$ cat src/rtl/alu_control_seq.sv
// ALU control decoder with a multi-cycle mult/div sequencer. Optional divide support: ALU_CONTROL_SEQ_DIV_EN.
// Latency: 1 cycle for single-cycle ops; mult/div runs XLEN step cycles plus one DONE cycle.
// Backpressure: busy stalls upstream and valid_in is ignored while busy; DONE accepts a new op with no bubble.
module alu_control_seq #(
    parameter int OPW  = 5,
    parameter int XLEN = 32
) (
    input  logic           clk,
    input  logic           reset,
    input  logic           valid_in,
    input  logic [5:0]     funct,
    input  logic [1:0]     alu_op,
    output logic [OPW-1:0] op_code,
    output logic           op_valid,
    output logic           busy,
    output logic           seq_start,
    output logic           seq_step,
    output logic           hilo_we,
    output logic           illegal
);

    localparam int            CW       = (XLEN > 1) ? $clog2(XLEN) : 1;
    localparam logic [CW-1:0] CNT_LAST = CW'(XLEN - 1);

    typedef enum logic [1:0] {
        IDLE    = 2'd0,
        MUL_RUN = 2'd1,
`ifdef ALU_CONTROL_SEQ_DIV_EN
        DONE    = 2'd2,
        DIV_RUN = 2'd3
`else
        DONE    = 2'd2
`endif
    } state_t;

    state_t          state, state_nxt;
    logic [CW-1:0]   cnt, cnt_nxt;
    logic [OPW-1:0]  code_nxt;
    logic            vld_nxt;
    logic            ill_nxt;

    logic [3:0]      dec_code;
    logic            dec_mul;
    logic            dec_ill;
`ifdef ALU_CONTROL_SEQ_DIV_EN
    logic            dec_div;
`endif

    always_comb begin
        dec_code = 4'd0;
        dec_mul  = 1'b0;
        dec_ill  = 1'b0;
`ifdef ALU_CONTROL_SEQ_DIV_EN
        dec_div  = 1'b0;
`endif
        case (alu_op)
            2'b00: dec_code = 4'd2;
            2'b01: dec_code = 4'd6;
            2'b10: begin
                case (funct)
                    6'b100000: dec_code = 4'd2;
                    6'b100010: dec_code = 4'd6;
                    6'b100100: dec_code = 4'd0;
                    6'b100101: dec_code = 4'd1;
                    6'b101010: dec_code = 4'd7;
                    6'b001000: dec_code = 4'd3;
                    6'b000000: dec_code = 4'd4;
                    6'b000010: dec_code = 4'd5;
                    6'b011000: begin
                        dec_code = 4'd8;
                        dec_mul  = 1'b1;
                    end
`ifdef ALU_CONTROL_SEQ_DIV_EN
                    6'b011010: begin
                        dec_code = 4'd9;
                        dec_div  = 1'b1;
                    end
`endif
                    6'b010000: dec_code = 4'd10;
                    6'b010010: dec_code = 4'd11;
                    default:   dec_ill  = 1'b1;
                endcase
            end
            default: dec_ill = 1'b1;
        endcase
    end

    always_comb begin
        state_nxt = state;
        cnt_nxt   = cnt;
        code_nxt  = op_code;
        vld_nxt   = 1'b0;
        ill_nxt   = 1'b0;
        case (state)
            IDLE, DONE: begin
                state_nxt = IDLE;
                if (valid_in) begin
                    if (dec_mul) begin
                        state_nxt = MUL_RUN;
                        cnt_nxt   = '0;
                    end
`ifdef ALU_CONTROL_SEQ_DIV_EN
                    else if (dec_div) begin
                        state_nxt = DIV_RUN;
                        cnt_nxt   = '0;
                    end
`endif
                    else begin
                        code_nxt = dec_ill ? '1 : OPW'(dec_code);
                        vld_nxt  = 1'b1;
                        ill_nxt  = dec_ill;
                    end
                end
            end
            MUL_RUN: begin
                // Clear rather than increment on the last step so the counter never wraps.
                if (cnt == CNT_LAST) begin
                    state_nxt = DONE;
                    cnt_nxt   = '0;
                    code_nxt  = OPW'(4'd8);
                    vld_nxt   = 1'b1;
                end else begin
                    cnt_nxt = cnt + 1'b1;
                end
            end
`ifdef ALU_CONTROL_SEQ_DIV_EN
            DIV_RUN: begin
                if (cnt == CNT_LAST) begin
                    state_nxt = DONE;
                    cnt_nxt   = '0;
                    code_nxt  = OPW'(4'd9);
                    vld_nxt   = 1'b1;
                end else begin
                    cnt_nxt = cnt + 1'b1;
                end
            end
`endif
            default: begin
                state_nxt = IDLE;
                cnt_nxt   = '0;
            end
        endcase
    end

    always_ff @(posedge clk) begin
        if (reset) begin
            state    <= IDLE;
            cnt      <= '0;
            op_code  <= '0;
            op_valid <= 1'b0;
            illegal  <= 1'b0;
        end else begin
            state    <= state_nxt;
            cnt      <= cnt_nxt;
            op_code  <= code_nxt;
            op_valid <= vld_nxt;
            illegal  <= ill_nxt;
        end
    end

`ifdef ALU_CONTROL_SEQ_DIV_EN
    assign busy = (state == MUL_RUN) || (state == DIV_RUN);
`else
    assign busy = (state == MUL_RUN);
`endif
    assign seq_step  = busy;
    assign seq_start = busy && (cnt == '0);
    assign hilo_we   = (state == DONE);

endmodule
$ cat config.mk
export PLATFORM = sky130hd
export DESIGN_NAME = alu_control_seq
export DESIGN_NICKNAME = d
export VERILOG_FILES = /design/src/rtl/alu_control_seq.sv
export SDC_FILE = /design/constraint.sdc
export NUM_CORES = 1
export LEC_CHECK = 0
export CORE_ASPECT_RATIO = 1.4
export CORE_UTILIZATION = 43
export CTS_BUF_LIST = sky130_fd_sc_hd__clkbuf_4 sky130_fd_sc_hd__clkbuf_8 sky130_fd_sc_hd__clkbuf_16
export DETAILED_ROUTE_END_ITERATION = 6
export PLACE_DENSITY_LB_ADDON = 0.05
export SLEW_MARGIN = 20
export SYNTH_ARGS = -nofsm -noshare
export SYNTH_HDL_FRONTEND = slang
export SYNTH_SLANG_ARGS = --single-unit
$ cat constraint.sdc
create_clock -name clk -period 2.55 [get_ports clk]
set_input_delay 0.3825 -clock clk [delete_from_list [all_inputs] [get_ports clk]]
set_output_delay 0.3825 -clock clk [all_outputs]
set_load 0.005 [all_outputs]
# After elaboration in Yosys (flattened, before gate mapping)
# Index checks and enable logic that the tools add are counted.
[word_totals]
reg_bits = 14
output_inout_bits = 11
[classes]
bitwise = 2
n_reduce_logical = 12
add_sub_neg = 1
mux = 23
n_eq_ne = 19
[ops]
columns = ["op", "n"]
rows = [
  ["$pmux W4 S10", 1],
  ["$mux W5", 7],
  ["$eq A6 B6 Y1 const B", 5],
  ["$pmux W5 S2", 2],
  ["$eq A6 B5 Y1 const B", 3],
  ["$pmux W4 S3", 1],
  ["$reduce_or A11 Y1", 1],
  ["$mux W1", 8],
  ["$eq A6 B2 Y1 const B", 1],
  ["$eq A6 B4 Y1 const B", 1],
  ["$logic_not A6 Y1", 1],
  ["$ne A2 B2 Y1 const B", 3],
  ["$add A5 B1 Y5 const B", 1],
  ["$eq A5 B5 Y1 const B", 1],
  ["$logic_not A5 Y1", 1],
  ["$eq A2 B1 Y1 const B", 2],
  ["$eq A2 B2 Y1 const B", 2],
  ["$logic_not A2 Y1", 2],
  ["$pmux W1 S2", 2],
  ["$pmux W2 S2", 1],
  ["$reduce_and A4 Y1", 1],
  ["$reduce_or A2 Y1", 2],
  ["$reduce_or A4 Y1", 1],
  ["$mux W2", 1],
  ["5 further kinds", 6],
]

# Logic depth before layout (Yosys ltp)
# Gate-level depths: netlist of the first run.
[logic_depth]
word_depth = 8
depth_mapped = 7
ltp_nobuf = 7

# Worst setup path after synthesis of the first run
# No wires, ideal clock.
[synth_timing]
path_type = "register -> register"
startpoint = "register cnt[0]"
endpoint = "register cnt[2]"
t_arrival_ns = 1.662
n_path_buf = 0
setup_time_ns = 0.071
t_required_ns = 2.479
stages_incl_launch_ff = 7
slack_ns = 0.817
path_cell_list = "dfxtp_1 ha_1 and3_1 ha_1 nand2b_1 or3b_2 a21oi_1"
[synth_via]
elab_chain_cells = 3
word_cells_on_any_way = 4
cone_classes = "1 x add/sub; 1 x eq/ne; 2 x mux"
[synth_lines]
columns = ["element", "line_no", "rtl"]
rows = [
  ["from (decl)", "37", "logic [CW-1:0] cnt, cnt_nxt;"],
  ["from (signal assigned)", "154", "cnt <= cnt_nxt;"],
  ["$add A5 B1 Y5 or $eq A5 B5 Y1 (tied branches)", "123, 117", ""],
  ["$mux W5 (*)", "117", "if (cnt == CNT_LAST) begin"],
  ["$pmux W5 S2 (*)", "94", "case (state)"],
]
# Mark *: on every way between the ends. The rest lies on a longest branch, timed or not.
# A chain may end at the register's enable or synchronous reset.

# Worst setup path in the final report of the first run
[layout_timing]
startpoint = "register state[0]"
endpoint = "output port seq_start"
[layout_via]
elab_chain_cells = 2
[layout_lines]
columns = ["element", "line_no", "rtl"]
rows = [
  ["from (decl)", "36", "state_t state, state_nxt;"],
  ["from (signal assigned)", "153", "state <= state_nxt;"],
  ["$eq A2 B1 Y1", "164", "assign busy = (state == MUL_RUN);"],
  ["$logic_and A1 B1 Y1", "167", "assign seq_start = busy && (cnt == '0);"],
  ["to (decl)", "16", "output logic seq_start,"],
]
# Every way passes these cells.

==> key figures, run 1 <==
Job
  • Max cap viols: 0

Timing
  • Minimum clock period: 2110 ps
  • Final Skew: 3.03 ps
  • FMAX: 473 MHz
  • Relative slew slack: 71.8%
  • Setup_tns: 0 ps
  • Final period utilization: 82.8%
  • Final setup fails: 0
  • Worst Max-Slew Pin Slew: 412 ps
  • Final Hold Vio Count: 0
  • Hold slack: 475 ps
  • Final WS setup: 437 ps
  • Slew Viols, Final: 0
  • RSZ-0062 raised after global routing: no

Synth
  • Top cell type's share of synthesized area: 34.3%
  • Async S/R FF share, synth: 0%
  • Post-synthesis sequential area ratio: 34.3%
  • Gate Count Post-Synth: 97
  • Post-synth top area cell: dfxtp_1
  • Ys flop type: dfxtp_1
  • Synth Net Count: 111
  • Synth Warn #: 0
  • Ranking of synthesized cells by area: dfxtp_1 (34%), a21oi_1 (5.5%), nor2b_1 (5.4%), ha_1 (4.6%), nor2_1 (4.6%)
  • Post-Syn Area: 818 um2
  • Seq cells post-synth: 14
  • Post-synth EDFFs: 0
  • Top cells by count, synth: dfxtp_1 (14), nor2_1 (10), a21oi_1 (9)
  • Avg Inst Size Synth: 8.44 um2
  • Count leader, synth: dfxtp_1
  • Synth cell types: 37

Global route
  • First-pass GRT wire length: 2780 um
  • Largest net degree at the start of global routing: 12
  • GR peak layer: met2
  • Met1 Use GR: 18.5%
  • GRT met3 Usage: 3.72%
  • Grt met2 use: 36.7%
  • Vias in the first global route: 706
  • Gr usage total: 19.3%
  • Global route overflow: 0
  • Initial antenna violation count: 0

Clock tree
  • Cts bufs inserted: 3
  • Post CTS Setup Buffer Count: 0
  • CTS root buf: clkbuf_4
  • Clock Path Buffers: 2
  • Clock Pin Slew Worst Setup and Hold Paths: 90 ps
  • Resized Gates After CTS: 0
  • # H-tree levels: 1
  • CTS tree: done
  • Worst skew pair latency: 280 ps
  • Hold-fix buffers at CTS: 0
  • # clock sinks: 14

Place
  • Dpl ws: 256 ps
  • DP HPWL: 1380 um
  • I/O Buffers: 21
  • Routability congestion estimate from global placement: 0.708

Power and ir drop
  • Max VDD drop: 0.273 mV
  • Switching power: 0.000114 W
  • Leakage power: 0.428 nW
  • Combinational power share: 17.2%
  • PD cells: 432 mW/mm2
  • Register share of total power: 48.6%
  • Clock network power share: 34.2%
  • P_int: 0.000359 W
  • Switching fraction of total power: 24.1%

Route
  • DRT iter0 DRCs: 5
  • Antenna viol nets, final: 0
  • Post-DR vias/cell: 5.65
  • Drt wl/cell: 12.6 um
  • Total Wirelength: 1770 um
  • 1st-pass router iterations: 3
  • # DRC: 0
  • Vias: 796

Worst hold path
  • Hold Crit Class: reg -> reg

Floorplan
  • Num rows: 18
  • Initial core utilization: 46.0%
  • IO Count: 22
  • Core region area: 0.00178 mm2
  • Die ar.: 0.00208 mm2
  • Die Y: 53.6 um
  • DIE WIDTH: 38.9 um

Final layout
  • Final Util: 61.5%
  • Number of diodes: 0
  • Layout cells sized above 1: 13.2%
  • Layout area overhead: 33.8%
  • Nets: 136

Worst setup path
  • Crit path largest cell delay: 530 ps
  • Startpoint types: flip-flop
  • CP Class: reg -> out
  • Crit path required time: 2170 ps
  • Critical path's top delay family: buffers and inverters
  • Critical path peak fanout: 8
  • Setup crit end kind: output pin
  • Worst path cell trace: nor2b_1 -> buf_4 -> nand3b_1 -> nor3_1 -> clkdlybuf4s50_1
  • Worst path slowest cell: clkdlybuf4s50_1
  • Bufs and invs on worst path: 2
  • Arrival @ worst endpoint: 1730 ps

Run status
  • Status: completed
[metrics by stage]
step	instance area (um2)	power, W	cells
5_1_grt	1090	0.000494	141
4_1_cts	1090	0.000478	141
3_3_place_gp	1060	0.000316	137
6_report	1090	0.000473	141
3_5_place_dp	1060	0.000317	137
2_1_floorplan	818	0.000271	97
[kinds of logic after synthesis]
| family | Yosys count | synth area share [%] |
|---|---|---|
| and+or+nand+nor | 43 | 31.2 |
| AOI/OAI and AO/OA | 28 | 25.1 |
| DFF | 14 | 34.3 |
| buffers and inverters | 9 | 4.89 |
| adders and majority gates | 3 | 4.59 |
[final cells by class]
type	count	area [um2]
inverters	4	15.0
flip-flops and latches	14	280
clock buffers	4	36.3
multi-input cells	74	498
well taps	20	25.0
repair buffers	25	240
fillers	173	684
[state kept, by name, indices dropped and copies added, names as in the netlist]
| register | cells |
|---|---|
| cnt | 5 |
| illegal | 1 |
| op_code | 5 |
| op_valid | 1 |
| state | 2 |
[worst register-to-register path: stages (launching register included)]
cell	delay (ps)
dfxtp_1	350
ha_1	230
and3_1	190
ha_1	200
nand2b_1	220
or3b_2	490
a21oi_1	130
[final timing paths]
path / from / end / slack, ps / depth (start not counted)
hold reg to reg: op_code[4] / op_code[4] / 480 / 1
setup reg to reg: cnt[0] / cnt[2] / 660 / 6
hold / removal: op_code[4] / op_code[4] / 480 / 1
setup / recovery: state[0] / seq_start / 440 / 5
[power by group through the flow]
stage	Sequential, W	Combinational [W]	Clock [W]
floorplan	0.000236	0.0000353	0
CTS	0.000230	0.0000821	0.000166
global route	0.000231	0.0000882	0.000175
global placement	0.000235	0.0000815	0
finish	0.000230	0.0000815	0.000162
detailed placement	0.000235	0.0000817	0
[layer usage]
layer | vias to the layer above | share of wire [%]
met1 | 374 | 40
met4 | 0 | 2.3
met2 | 14 | 54
met3 | 5 | 3.6
li1 | 403 | -
met5 | - | 0
[placed cells by master, fill, tap and decap left out]
| cell type | synthesis | routed |
|---|---|---|
| or3b_2 | 1 | 1 |
| nor3_4 | 1 | 1 |
| nand3b_1 | 1 | 1 |
| nor3_2 | 1 | 1 |
| o311ai_0 | 1 | 1 |
| a2111oi_0 | 1 | 1 |
| a22oi_1 | 3 | 3 |
| buf_4 | 1 | 4 |
| nor2_1 | 10 | 10 |
| o31ai_2 | 1 | 1 |
| nor2_2 | 1 | 1 |
| o311a_2 | 1 | 1 |
| dfxtp_1 | 14 | 14 |
| nor3b_1 | 1 | 1 |
| inv_1 | 4 | 4 |
| a211oi_1 | 1 | 1 |
| nor3_1 | 5 | 5 |
| nor2b_1 | 7 | 7 |
| o2111a_1 | 1 | 1 |
| ha_1 | 3 | 3 |
| nand3_1 | 3 | 3 |
| or3_1 | 1 | 1 |
| nand2_1 | 4 | 4 |
| o21ai_0 | 3 | 3 |
| clkbuf_4 | 0 | 3 |
| a21o_1 | 1 | 1 |
| or4b_4 | 1 | 1 |
| and3b_1 | 2 | 2 |
| clkbuf_8 | 0 | 1 |
| and3_1 | 1 | 1 |
| a22o_2 | 1 | 1 |
| a21oi_1 | 9 | 9 |
| clkdlybuf4s50_1 | 0 | 21 |
| o32a_1 | 1 | 1 |
| nand2b_1 | 3 | 3 |
| o2bb2ai_1 | 2 | 2 |
| a221o_1 | 1 | 1 |
| o21a_1 | 1 | 1 |
Power figures use the tool's default switching activity.
==> run 2, diff against run 1 <==
==> constraint.sdc (replaced) <==
create_clock -name clk -period 2.1 [get_ports clk]
set_input_delay 0.315 -clock clk [delete_from_list [all_inputs] [get_ports clk]]
set_output_delay 0.315 -clock clk [all_outputs]
set_load 0.005 [all_outputs]
==> run 2 against run 1 <==
Hold slack worse by 7.3 ps. Clock power increased by 17%. Die area did not move. Clock skew increased by 2.5 ps. Flip-flop and latch count did not move. Wire length increased by 15%. Global-route usage rose by 2.0 points. Design area rose by 5.5%. Core utilization up 3.4 points. Power increased by 23%. Sequential share of layout area decreased by 1.3 points. Non-clock buffer count increased by 8. Largest power group unchanged.
==> key figures, run 2 (synthesized netlist as in run 1, its figures left out) <==
Timing
  • Minimum clock period: 1990 ps
  • Final WS setup: 105 ps
  • Slew Viols, Final: 0
  • Worst Max-Slew Pin Slew: 478 ps
  • RSZ-0062 raised after global routing: no
  • Relative slew slack: 67.3%
  • Final Hold Vio Count: 0
  • FMAX: 501 MHz
  • Final setup fails: 0
  • Final Skew: 5.57 ps
  • Final period utilization: 95.0%

Route
  • Vias: 818
  • 1st-pass router iterations: 4
  • Total Wirelength: 2030 um
  • Drt wl/cell: 13.6 um
  • # DRC: 0
  • Post-DR vias/cell: 5.49
  • Antenna viol nets, final: 0
  • DRT iter0 DRCs: 13

Place
  • Routability congestion estimate from global placement: 0.726
  • I/O Buffers: 21
  • Dpl ws: -16.5 ps
  • DP HPWL: 1630 um
  • Placed Cells: 145
  • DP Area: 0.00112 mm2

Clock tree
  • CTS tree: done
  • Post CTS Setup Buffer Count: 0
  • Clock Path Buffers: 2
  • CTS root buf: clkbuf_4
  • Clock Pin Slew Worst Setup and Hold Paths: 80 ps
  • Hold-fix buffers at CTS: 0
  • # H-tree levels: 1
  • # clock sinks: 14
  • Resized Gates After CTS: 0
  • Worst skew pair latency: 280 ps
  • Cts bufs inserted: 3

Worst setup path
  • Setup crit end kind: output pin
  • CP Class: reg -> out
  • Crit path required time: 1780 ps
  • Arrival @ worst endpoint: 1680 ps
  • Critical path peak fanout: 4
  • Startpoint types: flip-flop

Global route
  • Vias in the first global route: 751
  • Largest net degree at the start of global routing: 10
  • First-pass GRT wire length: 3060 um
  • Gr usage total: 21.3%
  • Global route overflow: 0
  • Initial antenna violation count: 0

Floorplan
  • Num rows: 18
  • Initial core utilization: 46.0%
  • Die ar.: 0.00208 mm2
  • DIE WIDTH: 38.9 um
  • IO Count: 22
  • Die Y: 53.6 um
  • Core region area: 0.00178 mm2

Power and ir drop
  • PD cells: 504 mW/mm2
  • Max VDD drop: 0.384 mV
  • Leakage power: 0.467 nW

Final layout
  • Biggest regs: cnt x5, op_code x5, state x2
  • Most common cell after layout, fill and taps aside: clkdlybuf4s50_1
  • Most frequent cells in the layout: clkdlybuf4s50_1 (21), dfxtp_1 (14), buf_4 (12)
  • Number of diodes: 0
  • Final Util: 64.9%
  • Finished Layout Cells: 149
  • Filler cells: 167
  • Layout area overhead: 41.1%
  • Layout cells sized above 1: 18.6%
  • Final Cell Area: 0.00115 mm2
  • Nets: 144

Job
  • Max cap viols: 0

Run status
  • Status: completed

Worst hold path
  • Hold Crit Class: reg -> reg
## run 2: final timing paths
kind	startpoint	to	slack, ps	cells after the start
setup / recovery	state[0]	seq_start	110	4
hold / removal	op_code[4]	op_code[4]	470	1
setup reg to reg	cnt[0]	cnt[2]	230	6
hold reg to reg	op_code[4]	op_code[4]	470	1
## run 2: layout make-up
cell class | instances | area, um2 | share of cell area [%]
inverter | 4 | 15.0 | 1.30
timing repair buffer | 33 | 300 | 26.0
multi-input combinational | 74 | 498 | 43.1
tap | 20 | 25.0 | 2.17
sequential | 14 | 280 | 24.3
clock buffer | 4 | 36.3 | 3.14
## run 2: per-stage QoR
step | hold slack, ps | total power (W) | TNS [ps]
3_3_place_gp | 453 | 0.000396 | 0
5_1_grt | 483 | 0.000610 | 0
6_report | 468 | 0.000582 | 0
2_1_floorplan | 454 | 0.000329 | 0
3_5_place_dp | 450 | 0.000398 | -33.9
4_1_cts | 473 | 0.000589 | 0
## run 2: report_power, final
part,total (W),switching (W),leakage (nW),internal (W)
Sequential,0.000279,0.00000452,0.114,0.000275
Combinational,0.000113,0.0000474,0.331,0.0000652
Clock,0.000190,0.0000847,0.0210,0.000105
Total,0.000582,0.000137,0.467,0.000445
## run 2: layer usage
layer | share of wire (%) | track usage [%]
met5 | 0 | 0
met4 | 1.2 | 8.62
met3 | 3.1 | 3.72
met2 | 56 | 40.8
met1 | 40 | 21.6
## run 2: critical path, cell delays in order (launching register included)
cell	delay, ps
dfxtp_1	400
nor2b_1	220
nand3b_1	100
nor3_1	140
clkdlybuf4s50_1	530
==> run 3, diff against run 2 <==
==> constraint.sdc (replaced) <==
create_clock -name clk -period 2.15 [get_ports clk]
set_input_delay 0.3225 -clock clk [delete_from_list [all_inputs] [get_ports clk]]
set_output_delay 0.3225 -clock clk [all_outputs]
set_load 0.005 [all_outputs]
==> run 3 against run 2 <==
Flip-flop and latch count stayed put. Count of clock-buffer cells in the layout stayed put. Register-to-register slack better by 30 ps. Clock power is 2% lower. Combinational power is 5% lower. Core utilization is 0.42 points lower. Wire length is 6.3% lower. Power is 2.7% lower. Cell count is 0.67% lower. Sequential power is 2% lower. Clock skew is 4.2 ps lower. Largest cell class unchanged.
==> key figures, run 3 (synthesized netlist as in run 1, its figures left out) <==
Run status
  • Status: completed

Route
  • Total Wirelength: 1900 um
  • Drt wl/cell: 12.8 um
  • Vias: 803
  • 1st-pass router iterations: 4
  • # DRC: 0
  • Antenna viol nets, final: 0
  • Post-DR vias/cell: 5.43
  • DRT iter0 DRCs: 4

Final layout
  • Nets: 143
  • Most frequent cells in the layout: clkdlybuf4s50_1 (21), dfxtp_1 (14), buf_4 (11)
  • Layout area overhead: 40.2%
  • Final Util: 64.5%
  • Number of diodes: 0
  • Layout cells sized above 1: 18.0%
  • Most common cell after layout, fill and taps aside: clkdlybuf4s50_1
  • Filler cells: 170
  • Biggest regs: cnt x5, op_code x5, state x2
  • Total area of sequential cells: 280 um2
  • Finished Layout Cells: 148
  • Multi-input gate area: 498 um2

Timing
  • FMAX: 517 MHz
  • Slew Viols, Final: 0
  • Worst Max-Slew Pin Slew: 469 ps
  • Final Skew: 1.37 ps
  • Hold slack: 467 ps
  • Relative slew slack: 67.9%
  • Setup_tns: 0 ps
  • RSZ-0062 raised after global routing: no
  • Final period utilization: 90.0%
  • Minimum clock period: 1940 ps
  • Final Hold Vio Count: 0
  • Final setup fails: 0

Clock tree
  • Cts bufs inserted: 3
  • Clock Pin Slew Worst Setup and Hold Paths: 80 ps
  • Hold-fix buffers at CTS: 0
  • Clock Path Buffers: 2
  • # H-tree levels: 1
  • Post CTS Setup Buffer Count: 0
  • Resized Gates After CTS: 0
  • CTS tree: done
  • # clock sinks: 14
  • Worst skew pair latency: 270 ps
  • CTS root buf: clkbuf_4

Floorplan
  • Die Y: 53.6 um
  • Num rows: 18
  • Die ar.: 0.00208 mm2
  • Initial core utilization: 46.0%
  • DIE WIDTH: 38.9 um
  • Core region area: 0.00178 mm2
  • IO Count: 22

Worst setup path
  • Worst path slowest cell: clkdlybuf4s50_1
  • Bufs and invs on worst path: 1
  • Setup crit end kind: output pin
  • Worst path cell trace: nor2b_1 -> nand3b_1 -> nor3_1 -> clkdlybuf4s50_1
  • Critical path's top delay family: buffers and inverters
  • Startpoint types: flip-flop
  • CP Class: reg -> out
  • Crit path required time: 1830 ps
  • Reg-to-reg startpoint: cnt[0]
  • Setup crit start: state[0]
  • Crit path largest cell delay: 520 ps
  • Critical path peak fanout: 4
  • Arrival @ worst endpoint: 1610 ps

Global route
  • Gr usage total: 20.6%
  • Initial antenna violation count: 0
  • First-pass GRT wire length: 2970 um
  • Largest net degree at the start of global routing: 10
  • Vias in the first global route: 725
  • Global route overflow: 0

Worst hold path
  • Hold Crit Class: reg -> reg
  • Hold Path Origin: op_code[4]

Power and ir drop
  • Max VDD drop: 0.441 mV
  • Overall power: 0.000566 W
  • PD cells: 494 mW/mm2
  • Leakage power: 0.461 nW

Job
  • Max cap viols: 0

Place
  • DP HPWL: 1520 um
  • Placed Cells: 144
  • Routability congestion estimate from global placement: 0.730
  • I/O Buffers: 21
## run 3: cell types whose count changed in the layout (fill, tap and decap cells not counted)
cell / previous run / this run
buf_4: 12 / 11
## run 3: final cells by class
| class | count | area share, % |
|---|---|---|
| clock buffers | 4 | 3.16 |
| inverters | 4 | 1.31 |
| multi-input cells | 74 | 43.4 |
| flip-flops and latches | 14 | 24.4 |
| well taps | 20 | 2.18 |
| repair buffers | 32 | 25.5 |
## run 3: where the power goes
group          leakage [nW]  internal (W)  switching (W)
logic                 0.326     0.0000625      0.0000450
registers             0.114      0.000268     0.00000411
clock network        0.0210      0.000103      0.0000834
total                 0.461      0.000434       0.000133
## run 3: final timing paths
| check | depth (start not counted) | end | slack, ps |
|---|---|---|---|
| max | 4 | seq_start | 210 |
| min | 1 | op_code[4] | 470 |
| max reg2reg | 6 | cnt[2] | 260 |
| min reg2reg | 1 | op_code[4] | 470 |
## run 3: through the flow
step	cell area [um2]	setup slack (ps)
detailed placement	1110	16.3
finish	1150	214
global route	1150	137
CTS	1150	206
floorplan	818	417
global placement	1110	58.4
## run 3: metal layers
layer	global-route usage, %	wire length, um	vias to the layer above
met5	0	0	-
met4	6.90	14	0
li1	-	-	419
met2	40.0	1040	13
met1	20.8	805	369
met3	3.72	44	2
